<file path="config.mk">
export PLATFORM = sky130hd
export DESIGN_NAME = zpu_io_uart
export DESIGN_NICKNAME = d
export VERILOG_FILES = /design/src/rtl/zpu_io_uart.sv
export SDC_FILE = /design/constraint.sdc
export NUM_CORES = 1
export LEC_CHECK = 0
export ABC_AREA = 1
export BUFFER_PORTS_ARGS = -buffer_cell sky130_fd_sc_hd__buf_2
export CORE_MARGIN = 2
export CORE_UTILIZATION = 60
export CTS_CLUSTER_DIAMETER = 50
export DETAILED_ROUTE_END_ITERATION = 10
export GPL_TIMING_DRIVEN = 1
export PLACE_DENSITY = 0.92
export SETUP_SLACK_MARGIN = 0.05
export SLEW_MARGIN = 20
export SYNTH_ARGS = -nofsm -noshare
export SYNTH_HDL_FRONTEND = slang
export SYNTH_SLANG_ARGS = --single-unit
</file>
<file path="constraint.sdc">
create_clock -name clk -period 3.1 [get_ports clk]
set_input_delay 0.155 -clock clk [delete_from_list [all_inputs] [get_ports clk]]
set_output_delay 0.155 -clock clk [all_outputs]
set_load 0.02 [all_outputs]
</file>
<file path="src/rtl/zpu_io_uart.sv">
// rtl/zpu_io_uart.sv - memory-mapped 8N1 UART on the ZPU IO bus with TX FIFO and baud divisor
// Define ZPU_UART_RX_EN to build the receiver and RX holding register.
module zpu_io_uart #(
  parameter int                ADDR_W     = 27,
  parameter logic [ADDR_W-5:0] BASE_ADDR  = '0,
  parameter int                FIFO_DEPTH = 16,
  parameter int                DIV_W      = 16,
  parameter int                DIV_RESET  = 434
) (
  input  logic              clk,
  input  logic              areset,
  input  logic [ADDR_W-1:0] io_addr,
  input  logic              io_read_en,
  input  logic              io_write_en,
  input  logic [31:0]       io_wdata,
  output logic [31:0]       io_rdata,
  output logic              io_busy,
  output logic              uart_tx,
  input  logic              uart_rx,
  output logic              irq
);
  localparam int AW = $clog2(FIFO_DEPTH);

  typedef enum logic [1:0] {TX_IDLE, TX_START, TX_DATA, TX_STOP} tx_state_t;

  logic [31:0]      rdata_q, rdata_d;
  logic [DIV_W-1:0] div_q, div_d;
  logic             wr_pend_q, wr_pend_d;
  logic [7:0]       pend_data_q, pend_data_d;
  logic [AW:0]      wr_ptr_q, wr_ptr_d, rd_ptr_q, rd_ptr_d;
  logic [7:0]       mem_q [FIFO_DEPTH];
  tx_state_t        tx_state_q, tx_state_d;
  logic [DIV_W-1:0] tx_div_q, tx_div_d, tx_cnt_q, tx_cnt_d;
  logic [2:0]       tx_bit_q, tx_bit_d;
  logic [7:0]       tx_shift_q, tx_shift_d;

  logic             hit, wr_acc, rd_acc, tx_wr, push, pop;
  logic             fifo_full, fifo_empty, tx_empty, rx_pop, ovr_clr;
  logic [AW:0]      fifo_cnt;
  logic [7:0]       push_data;
  logic [DIV_W-1:0] div_eff;
  logic             rx_valid, ovr;
  logic [7:0]       rx_data;

  // A pending TXDATA write blocks every new strobe until it lands in the FIFO.
  assign hit        = (io_addr[ADDR_W-1:4] == BASE_ADDR);
  assign wr_acc     = io_write_en & ~wr_pend_q;
  assign rd_acc     = io_read_en & ~io_write_en & ~wr_pend_q;
  assign tx_wr      = wr_acc & hit & (io_addr[3:2] == 2'd0);
  assign rx_pop     = rd_acc & hit & (io_addr[3:2] == 2'd1);
  assign ovr_clr    = rd_acc & hit & (io_addr[3:2] == 2'd2);
  assign fifo_cnt   = wr_ptr_q - rd_ptr_q;
  assign fifo_empty = (fifo_cnt == '0);
  assign fifo_full  = fifo_cnt[AW];
  assign push       = (tx_wr & ~fifo_full) | (wr_pend_q & (~fifo_full | pop));
  assign push_data  = wr_pend_q ? pend_data_q : io_wdata[7:0];
  assign div_eff    = (div_q < DIV_W'(2)) ? DIV_W'(2) : div_q;
  assign tx_empty   = fifo_empty & (tx_state_q == TX_IDLE);
  assign io_busy    = rd_acc | wr_pend_q | (tx_wr & fifo_full);
  assign io_rdata   = rdata_q;
  assign irq        = tx_empty | rx_valid;

  always_comb begin
    div_d       = div_q;
    wr_pend_d   = wr_pend_q;
    pend_data_d = pend_data_q;
    rdata_d     = rdata_q;
    wr_ptr_d    = wr_ptr_q + (AW+1)'(push);
    rd_ptr_d    = rd_ptr_q + (AW+1)'(pop);
    if (wr_acc && hit && io_addr[3:2] == 2'd3) div_d = io_wdata[DIV_W-1:0];
    if (tx_wr && fifo_full) begin
      wr_pend_d   = 1'b1;
      pend_data_d = io_wdata[7:0];
    end else if (wr_pend_q && push) begin
      wr_pend_d = 1'b0;
    end
    if (rd_acc) begin
      rdata_d = '0;
      if (hit) begin
        case (io_addr[3:2])
          2'd1:    rdata_d = {23'b0, rx_valid, rx_data};
          2'd2:    rdata_d = {28'b0, ovr, rx_valid, tx_empty, fifo_full};
          2'd3:    rdata_d = 32'(div_q);
          default: rdata_d = '0;
        endcase
      end
    end
  end

  // The head byte stays in the FIFO for the whole frame and is popped at the end of STOP.
  always_comb begin
    tx_state_d = tx_state_q;
    tx_div_d   = tx_div_q;
    tx_cnt_d   = tx_cnt_q;
    tx_bit_d   = tx_bit_q;
    tx_shift_d = tx_shift_q;
    pop        = 1'b0;
    case (tx_state_q)
      TX_IDLE: begin
        if (!fifo_empty) begin
          tx_state_d = TX_START;
          tx_div_d   = div_eff;
          tx_cnt_d   = div_eff - DIV_W'(1);
        end
      end
      TX_START: begin
        if (tx_cnt_q == '0) begin
          tx_state_d = TX_DATA;
          tx_shift_d = mem_q[rd_ptr_q[AW-1:0]];
          tx_bit_d   = '0;
          tx_cnt_d   = tx_div_q - DIV_W'(1);
        end else begin
          tx_cnt_d = tx_cnt_q - DIV_W'(1);
        end
      end
      TX_DATA: begin
        if (tx_cnt_q == '0) begin
          tx_shift_d = {1'b0, tx_shift_q[7:1]};
          tx_cnt_d   = tx_div_q - DIV_W'(1);
          if (tx_bit_q == 3'd7) tx_state_d = TX_STOP;
          else tx_bit_d = tx_bit_q + 3'd1;
        end else begin
          tx_cnt_d = tx_cnt_q - DIV_W'(1);
        end
      end
      default: begin
        if (tx_cnt_q == '0) begin
          pop = 1'b1;
          if (fifo_cnt > (AW+1)'(1)) begin
            tx_state_d = TX_START;
            tx_div_d   = div_eff;
            tx_cnt_d   = div_eff - DIV_W'(1);
          end else begin
            tx_state_d = TX_IDLE;
          end
        end else begin
          tx_cnt_d = tx_cnt_q - DIV_W'(1);
        end
      end
    endcase
  end

  always_comb begin
    case (tx_state_q)
      TX_START: uart_tx = 1'b0;
      TX_DATA:  uart_tx = tx_shift_q[0];
      default:  uart_tx = 1'b1;
    endcase
  end

  always_ff @(posedge clk or posedge areset) begin
    if (areset) begin
      rdata_q     <= '0;
      div_q       <= DIV_W'(DIV_RESET);
      wr_pend_q   <= 1'b0;
      pend_data_q <= '0;
      wr_ptr_q    <= '0;
      rd_ptr_q    <= '0;
      tx_state_q  <= TX_IDLE;
      tx_div_q    <= '0;
      tx_cnt_q    <= '0;
      tx_bit_q    <= '0;
      tx_shift_q  <= '0;
    end else begin
      rdata_q     <= rdata_d;
      div_q       <= div_d;
      wr_pend_q   <= wr_pend_d;
      pend_data_q <= pend_data_d;
      wr_ptr_q    <= wr_ptr_d;
      rd_ptr_q    <= rd_ptr_d;
      tx_state_q  <= tx_state_d;
      tx_div_q    <= tx_div_d;
      tx_cnt_q    <= tx_cnt_d;
      tx_bit_q    <= tx_bit_d;
      tx_shift_q  <= tx_shift_d;
    end
  end

  always_ff @(posedge clk) begin
    if (push) mem_q[wr_ptr_q[AW-1:0]] <= push_data;
  end

`ifdef ZPU_UART_RX_EN
  typedef enum logic [1:0] {RX_IDLE, RX_START, RX_DATA, RX_STOP} rx_state_t;

  rx_state_t        rx_state_q, rx_state_d;
  logic [2:0]       rx_sync_q, rx_sync_d;
  logic [DIV_W-1:0] rx_div_q, rx_div_d, rx_cnt_q, rx_cnt_d;
  logic [2:0]       rx_bit_q, rx_bit_d;
  logic [7:0]       rx_shift_q, rx_shift_d, rx_data_q, rx_data_d;
  logic             rx_valid_q, rx_valid_d, ovr_q, ovr_d, rx_done, rx_line;
  logic             unused_bits;

  // rx_sync_q: [0] metastable stage, [1] synchronised line, [2] previous synchronised value.
  assign rx_line     = rx_sync_q[1];
  assign rx_valid    = rx_valid_q;
  assign ovr         = ovr_q;
  assign rx_data     = rx_data_q;
  assign unused_bits = ^{io_wdata, io_addr[1:0]};

  always_comb begin
    rx_sync_d  = {rx_sync_q[1:0], uart_rx};
    rx_state_d = rx_state_q;
    rx_div_d   = rx_div_q;
    rx_cnt_d   = rx_cnt_q;
    rx_bit_d   = rx_bit_q;
    rx_shift_d = rx_shift_q;
    rx_done    = 1'b0;
    case (rx_state_q)
      RX_IDLE: begin
        if (rx_sync_q[2] && !rx_line) begin
          rx_state_d = RX_START;
          rx_div_d   = div_eff;
          rx_cnt_d   = (div_eff >> 1) - DIV_W'(1);
        end
      end
      RX_START: begin
        if (rx_cnt_q == '0) begin
          rx_state_d = rx_line ? RX_IDLE : RX_DATA;
          rx_bit_d   = '0;
          rx_cnt_d   = rx_div_q - DIV_W'(1);
        end else begin
          rx_cnt_d = rx_cnt_q - DIV_W'(1);
        end
      end
      RX_DATA: begin
        if (rx_cnt_q == '0) begin
          rx_shift_d = {rx_line, rx_shift_q[7:1]};
          rx_cnt_d   = rx_div_q - DIV_W'(1);
          if (rx_bit_q == 3'd7) rx_state_d = RX_STOP;
          else rx_bit_d = rx_bit_q + 3'd1;
        end else begin
          rx_cnt_d = rx_cnt_q - DIV_W'(1);
        end
      end
      default: begin
        if (rx_cnt_q == '0) begin
          rx_done    = rx_line;
          rx_state_d = RX_IDLE;
        end else begin
          rx_cnt_d = rx_cnt_q - DIV_W'(1);
        end
      end
    endcase
    rx_valid_d = rx_valid_q & ~rx_pop;
    rx_data_d  = rx_data_q;
    ovr_d      = ovr_q & ~ovr_clr;
    if (rx_done) begin
      if (rx_valid_q && !rx_pop) begin
        ovr_d = 1'b1;
      end else begin
        rx_data_d  = rx_shift_q;
        rx_valid_d = 1'b1;
      end
    end
  end

  always_ff @(posedge clk or posedge areset) begin
    if (areset) begin
      rx_state_q <= RX_IDLE;
      rx_sync_q  <= 3'b111;
      rx_div_q   <= '0;
      rx_cnt_q   <= '0;
      rx_bit_q   <= '0;
      rx_shift_q <= '0;
      rx_data_q  <= '0;
      rx_valid_q <= 1'b0;
      ovr_q      <= 1'b0;
    end else begin
      rx_state_q <= rx_state_d;
      rx_sync_q  <= rx_sync_d;
      rx_div_q   <= rx_div_d;
      rx_cnt_q   <= rx_cnt_d;
      rx_bit_q   <= rx_bit_d;
      rx_shift_q <= rx_shift_d;
      rx_data_q  <= rx_data_d;
      rx_valid_q <= rx_valid_d;
      ovr_q      <= ovr_d;
    end
  end
`else
  logic unused_bits;

  assign rx_valid    = 1'b0;
  assign ovr         = 1'b0;
  assign rx_data     = '0;
  assign unused_bits = ^{io_wdata, io_addr[1:0], uart_rx, rx_pop, ovr_clr};
`endif

endmodule

</file>
Word level (Yosys, flattened, before mapping)
Memories as Yosys holds them, arrays and structs flattened.
Cells that the tools add are included.
{ "classes": {"add_sub_neg": 7, "order_cmp": 2, "eq_ne": 11, "n_mux": 34, "n_bitwise": 17, "reduce_logical": 20} }
{ "ops": {"columns": ["cell", "count"], "rows": [
  ["two-way mux 16 bit", 9],
  ["one-hot mux 16 bit (2 select lines)", 3],
  ["subtractor 16 x 1 -> 16 bit (second input constant)", 3],
  ["two-way mux 8 bit", 3],
  ["zero test 23 bit", 1],
  ["zero test 16 bit", 1],
  ["less-than comparator 16 x 2 -> 1 bit (second input constant)", 1],
  ["one-hot mux 8 bit (2 select lines)", 1],
  ["adder 5 x 1 -> 5 bit", 2],
  ["two-way mux 2 bit", 5],
  ["!= test 2 bit (second input constant)", 5],
  ["AND 1 bit", 9],
  ["two-way mux 3 bit", 3],
  ["AND reduction 4 bit", 2],
  ["nonzero test 2 bit", 4],
  ["two-way mux 1 bit", 7],
  ["equality test 2 bit (second input constant)", 3],
  ["one-hot mux 2 bit (3 select lines)", 1],
  ["one-hot mux 3 bit (2 select lines)", 1],
  ["greater-than comparator 5 x 1 -> 1 bit (second input constant)", 1],
  ["zero test 5 bit", 1],
  ["AND reduction 5 bit", 1],
  ["subtractor 5 bit", 1],
  ["logical AND 1 bit", 4],
  ["12 further kinds", 19]
]} }
{ "totals": {"register_bits": 112, "mem_bits_rw": 128, "word_cells": 103, "memories": 1} }
{ "memory_table": {"columns": ["name", "depth", "width", "rd", "rd_clocked_by_memory_dff", "wr", "line", "rtl"], "rows": [
  ["mem_q", 16, 8, 1, 0, 1, "31", "logic [7:0] mem_q [FIFO_DEPTH];"]
]} }

Depth between registers and ports, before layout
{ "depth": {"ltp_word": 9, "ltp_mapped": 16, "depth_no_buf": 16} }

Least setup slack after synthesis
OpenSTA, ideal clock, no wires.
{ "synth_timing": {"path_kind": "reg2reg", "from": "register rd_ptr_q[1]", "to": "memory mem_q[9][0] (enable)", "setup_ns": 0.370, "t_arrival_ns": 2.298, "required_ns": 2.730, "slack_ns": 0.432, "path_stages_with_launch": 13, "path_cell_list": "dfrtp_1 > inv_1 > clkbuf_1 > fa_1 > nand3_1 > nand2_1 > xnor2_4 > inv_1 > o21ai_1 > nand2_1 > nand2_2 > inv_2 > nor2_1"} }
{ "synth_via": {"elab_chain_len": 7, "elab_cells_between_ends": 8, "cone_classes": "add/sub: 1; mux: 2; bitwise: 5"} }
{ "synth_rtl": {"columns": ["item", "line", "rtl"], "rows": [
  ["start: declaration", "30", "logic [AW:0] wr_ptr_q, wr_ptr_d, rd_ptr_q, rd_ptr_d;"],
  ["start signal: assignment", "170", "rd_ptr_q <= rd_ptr_d;"],
  ["subtractor 5 bit (*)", "52", "assign fifo_cnt = wr_ptr_q - rd_ptr_q;"],
  ["NOT 1 bit (*)", "55", "assign push = (tx_wr & ~fifo_full) | (wr_pend_q & (~fifo_full | pop));"],
  ["bitwise OR 1 bit", "55", null],
  ["AND 1 bit", "55", null],
  ["bitwise OR 1 bit (*)", "55", null],
  ["two-way mux 1 bit (*)", "180", "if (push) mem_q[wr_ptr_q[AW-1:0]] <= push_data;"],
  ["two-way mux 1 bit (implied by the code) (*)", "180", null],
  ["end: declaration", "31", null]
]} }
Mark *: on every way between the ends. The rest lies on a longest branch, timed or not.

Worst setup path after layout
{ "layout_timing": {"from": "register wr_ptr_q[0]", "to": "memory mem_q[14][0] (enable)"} }
{ "layout_via": {"elab_chain_len": 7, "elab_cells_between_ends": 8, "cone_classes": "add/sub: 1; mux: 2; bitwise: 5"} }
{ "layout_rtl": {"columns": ["item", "line", "rtl"], "rows": [
  ["start: declaration", "30", null],
  ["start signal: assignment", "169", "wr_ptr_q <= wr_ptr_d;"],
  ["subtractor 5 bit", "52", null],
  ["NOT 1 bit", "55", null],
  ["bitwise OR 1 bit", "55", null],
  ["AND 1 bit", "55", null],
  ["bitwise OR 1 bit", "55", null],
  ["two-way mux 1 bit", "180", null],
  ["two-way mux 1 bit (implied by the code)", "180", null]
]} }
Parallel ways exist; a longest one is shown, timed or not.

==> flow_summary.ini <==
[logic_synthesis]
yosysWarningCount = 0
synth_edf_count = 128
synth_cells = 1273
synth_async_sr_flop_share_pct = 42.86
syn-cell-area_sq_mm = 0.01131
synth_area_per_cell_sq_um = 8.886
ys_types = 44
synth_ff_type = edfxtp_1
synth_seq_area_share_pct = 55.27
ys_ff_latch = 224

[timing]
timing.fmax_mhz = 325.4
finalCriticalPeriod_ps = 3073
slew-limit-headroom_pct = 51.38
finalCritPeriodShare_pct = 99.12
tns_ps = 0
setup_violations = 0
skew_ps = 18.63
worstMarginPinSlew_ps = 729.4
final.setup.worst_slack_ps = 27.14
rsz0062_at_grt = yes
final_max_slew_viol_count = 0
hold_violations = 0

[grt]
grt_use_met2_pct = 52.43
grt-busiest-layer = met2
grt.overflow.total = 0
grt_pass1_wl_um = 48400
grt_max_degree = 81
antenna_found_initial = 0
grtUsageMet3_pct = 5.839
grtUsageMet1_pct = 38.71
track_usage_pct = 30.64
first_global_vias = 9598

[floorplanning]
fp.dieH_um = 141.3
floorplan.initialDensity_pct = 60.88
die-area_sq_mm = 0.01997
chipWidth_um = 141.3
io_pins = 99
row_count = 50
core-area_sq_mm = 0.01858

[critical_path]
cp-end-kind = register
critPathMaxFanout = 16
timing.reg2reg.setup_slack_ps = 30
setup.worst_path.class = register to register
cp_slowest_cell = dfrtp_1
r2r-end = mem_q[14][0]$_DFFE_PP_
reg2reg_depth = 14
crit_arrival_ps = 3300
worstPathRequired_ps = 3330
r2r-start = wr_ptr_q[0]$_DFF_PP0_
path_common_cell = inv_1
startpoint_type = register
critical_path.cell_chain = inv_1 -> ha_1 -> inv_1 -> fa_1 -> nand3_1 -> nand2_2 -> xnor2_4 -> inv_1 -> o21ai_1 -> nand2_1 -> nand2_2 -> inv_6 -> nor2_1 -> buf_4
crit_path_max_incr_delay_ps = 440

[layout]
drive_gt1_share_pct = 12.77
most-common-layout-cells = nand2_1 (294), nor2_1 (195), edfxtp_1 (128)
final_common_cell = nand2_1
fin_cells = 1612
final_nets = 1444
area_growth_pct = 13.94
utilization_pct = 69.37
fillers = 1139
finalInstanceArea_sq_mm = 0.01289
diodes = 0

[placement]
place_area_sq_mm = 0.01185
gp_congestion = 0.9468
io_buffers = 63
dp_cells = 1550
preCtsSetupSlack_ps = 98.04
dp_hpwl_um = 18190

[routing]
drc = 0
wl_per_cell_um = 19.42
viasPerCell = 6.265
drtIter0Drc = 1454
vias = 10100
routed_wl_um = 31300
first_pass_iters = 7
postRouteAntennaNets = 0

[hold_path]
min_to = io_rdata[0]$_DFFE_PP0P_
hold_depth = 4
min-delay-start = io_addr[2]
min_path_type = primary input to register

[clocking]
cts_tree = done
clk_path_buf_depth = 3
cts-buffers-inserted = 23
cts.clk_slew.worst_paths_ps = 70
htree_levels = 1
insertion_delay_ps = 530
clkSinkCount = 224
cts_root_buffer = clkbuf_16

[power_and_ir_drop]
leakage_nw = 5.728
cellPowerDensity_mw_per_mm2 = 544.3
ir_worst_vdd_mv = 0.8234

[flow_run]
maxCapViolCount = 0

[run_status]
status = finished clean
[synthesized netlist by cell type (18+ instances only)]
cell        n  area, sq um
o22ai_1    19        118.9
nor2_1    196        735.7
edfxtp_1  128         3844
nand4_1    31        193.9
o21ai_0   121        605.6
nand3_1    81        405.4
dfrtp_1    91         2277
xor2_1     25        219.0
ha_1       18        225.2
inv_1      92        345.3
buf_4      19        142.6
clkbuf_1   31        116.4
nand2_1   295         1107
a21oi_1    18        90.09
[state kept, by name, summed over array words and instances, names as in the netlist, 2 cells and up]
name and cells:
wr_ptr_q 5, tx_cnt_q 16, tx_shift_q 8, tx_state_q 2
tx_bit_q 3, mem_q 128, div_q 16, pend_data_q 8
rd_ptr_q 5, tx_div_q 16, io_rdata 16
[critical path, delay by kind of cell, from the launching register on]
| kind | cells | cell delay, ps |
|---|---|---|
| compound gates | 1 | 170 |
| simple gates | 5 | 680 |
| fa+ha+maj | 2 | 570 |
| buf+inv | 5 | 670 |
| flops | 1 | 440 |
| xor+xnor | 1 | 230 |
[worst max-delay path by stage]
stage | cells after the start | from | end
after global routing | 14 | wr_ptr_q[0]$_DFF_PP0_ | mem_q[14][5]$_DFFE_PP_
after floorplan | 12 | rd_ptr_q[1]$_DFF_PP0_ | mem_q[9][0]$_DFFE_PP_
after global placement | 13 | wr_ptr_q[0]$_DFF_PP0_ | mem_q[7][0]$_DFFE_PP_
final | 14 | wr_ptr_q[0]$_DFF_PP0_ | mem_q[14][0]$_DFFE_PP_
after detailed placement | 13 | wr_ptr_q[0]$_DFF_PP0_ | mem_q[5][0]$_DFFE_PP_
after CTS | 13 | wr_ptr_q[0]$_DFF_PP0_ | mem_q[6][0]$_DFFE_PP_
[where the power goes]
group / leakage [nW] / internal [mW] / switching (mW) / total [mW]
Sequential: 2.42 / 3.20 / 0.0208 / 3.22
Combinational: 2.93 / 0.280 / 0.707 / 0.987
Clock: 0.379 / 1.60 / 1.21 / 2.81
[layer usage]
metal / wire length, um / vias to the layer above
li1: - / 4411
met1: 10920 / 4651
met2: 15230 / 838
met3: 3526 / 199
met4: 1626 / 0
met5: 0 / -
[stage by stage]
stage               power (mW)  hold WS (ps)
floorplan                3.935         266.5
global placement         4.139         385.0
detailed placement       4.173         391.6
CTS                      6.946         18.67
global route             7.219         44.77
finish                   7.015         23.11
[cell type report]
type	instances	area, sq um	share of cell area, %
Clock inverter	13	125.1	0.9708
Timing Repair Buffer	111	720.7	5.592
Tap cell	234	292.8	2.272
Sequential cell	224	6254	48.52
Multi-Input combinational cell	900	4457	34.58
Clock buffer	29	649.4	5.038
Inverter	101	390.4	3.029
[logic make-up (layout without fill, tap and decap cells)]
| family | count (synthesis) | after routing | synth area share (%) |
|---|---|---|---|
| xor+xnor | 33 | 33 | 2.787 |
| buf+inv | 164 | 254 | 6.382 |
| simple gates | 640 | 640 | 23.98 |
| compound gates | 192 | 192 | 9.380 |
| flops | 224 | 224 | 55.27 |
| fa+ha+maj | 19 | 19 | 2.168 |
| other cells | 1 | 16 | 0.03315 |
[what timing repair did]
item | CTS | global route
hold endpoints to repair | 100 | 0
resized for setup | 1 | 15
pin swaps | 0 | 2
setup buffers | 0 | 2
setup endpoints to repair | 81 | 132
hold buffers | 18 | 0
No activity file was read; power rests on OpenSTA's default activity.
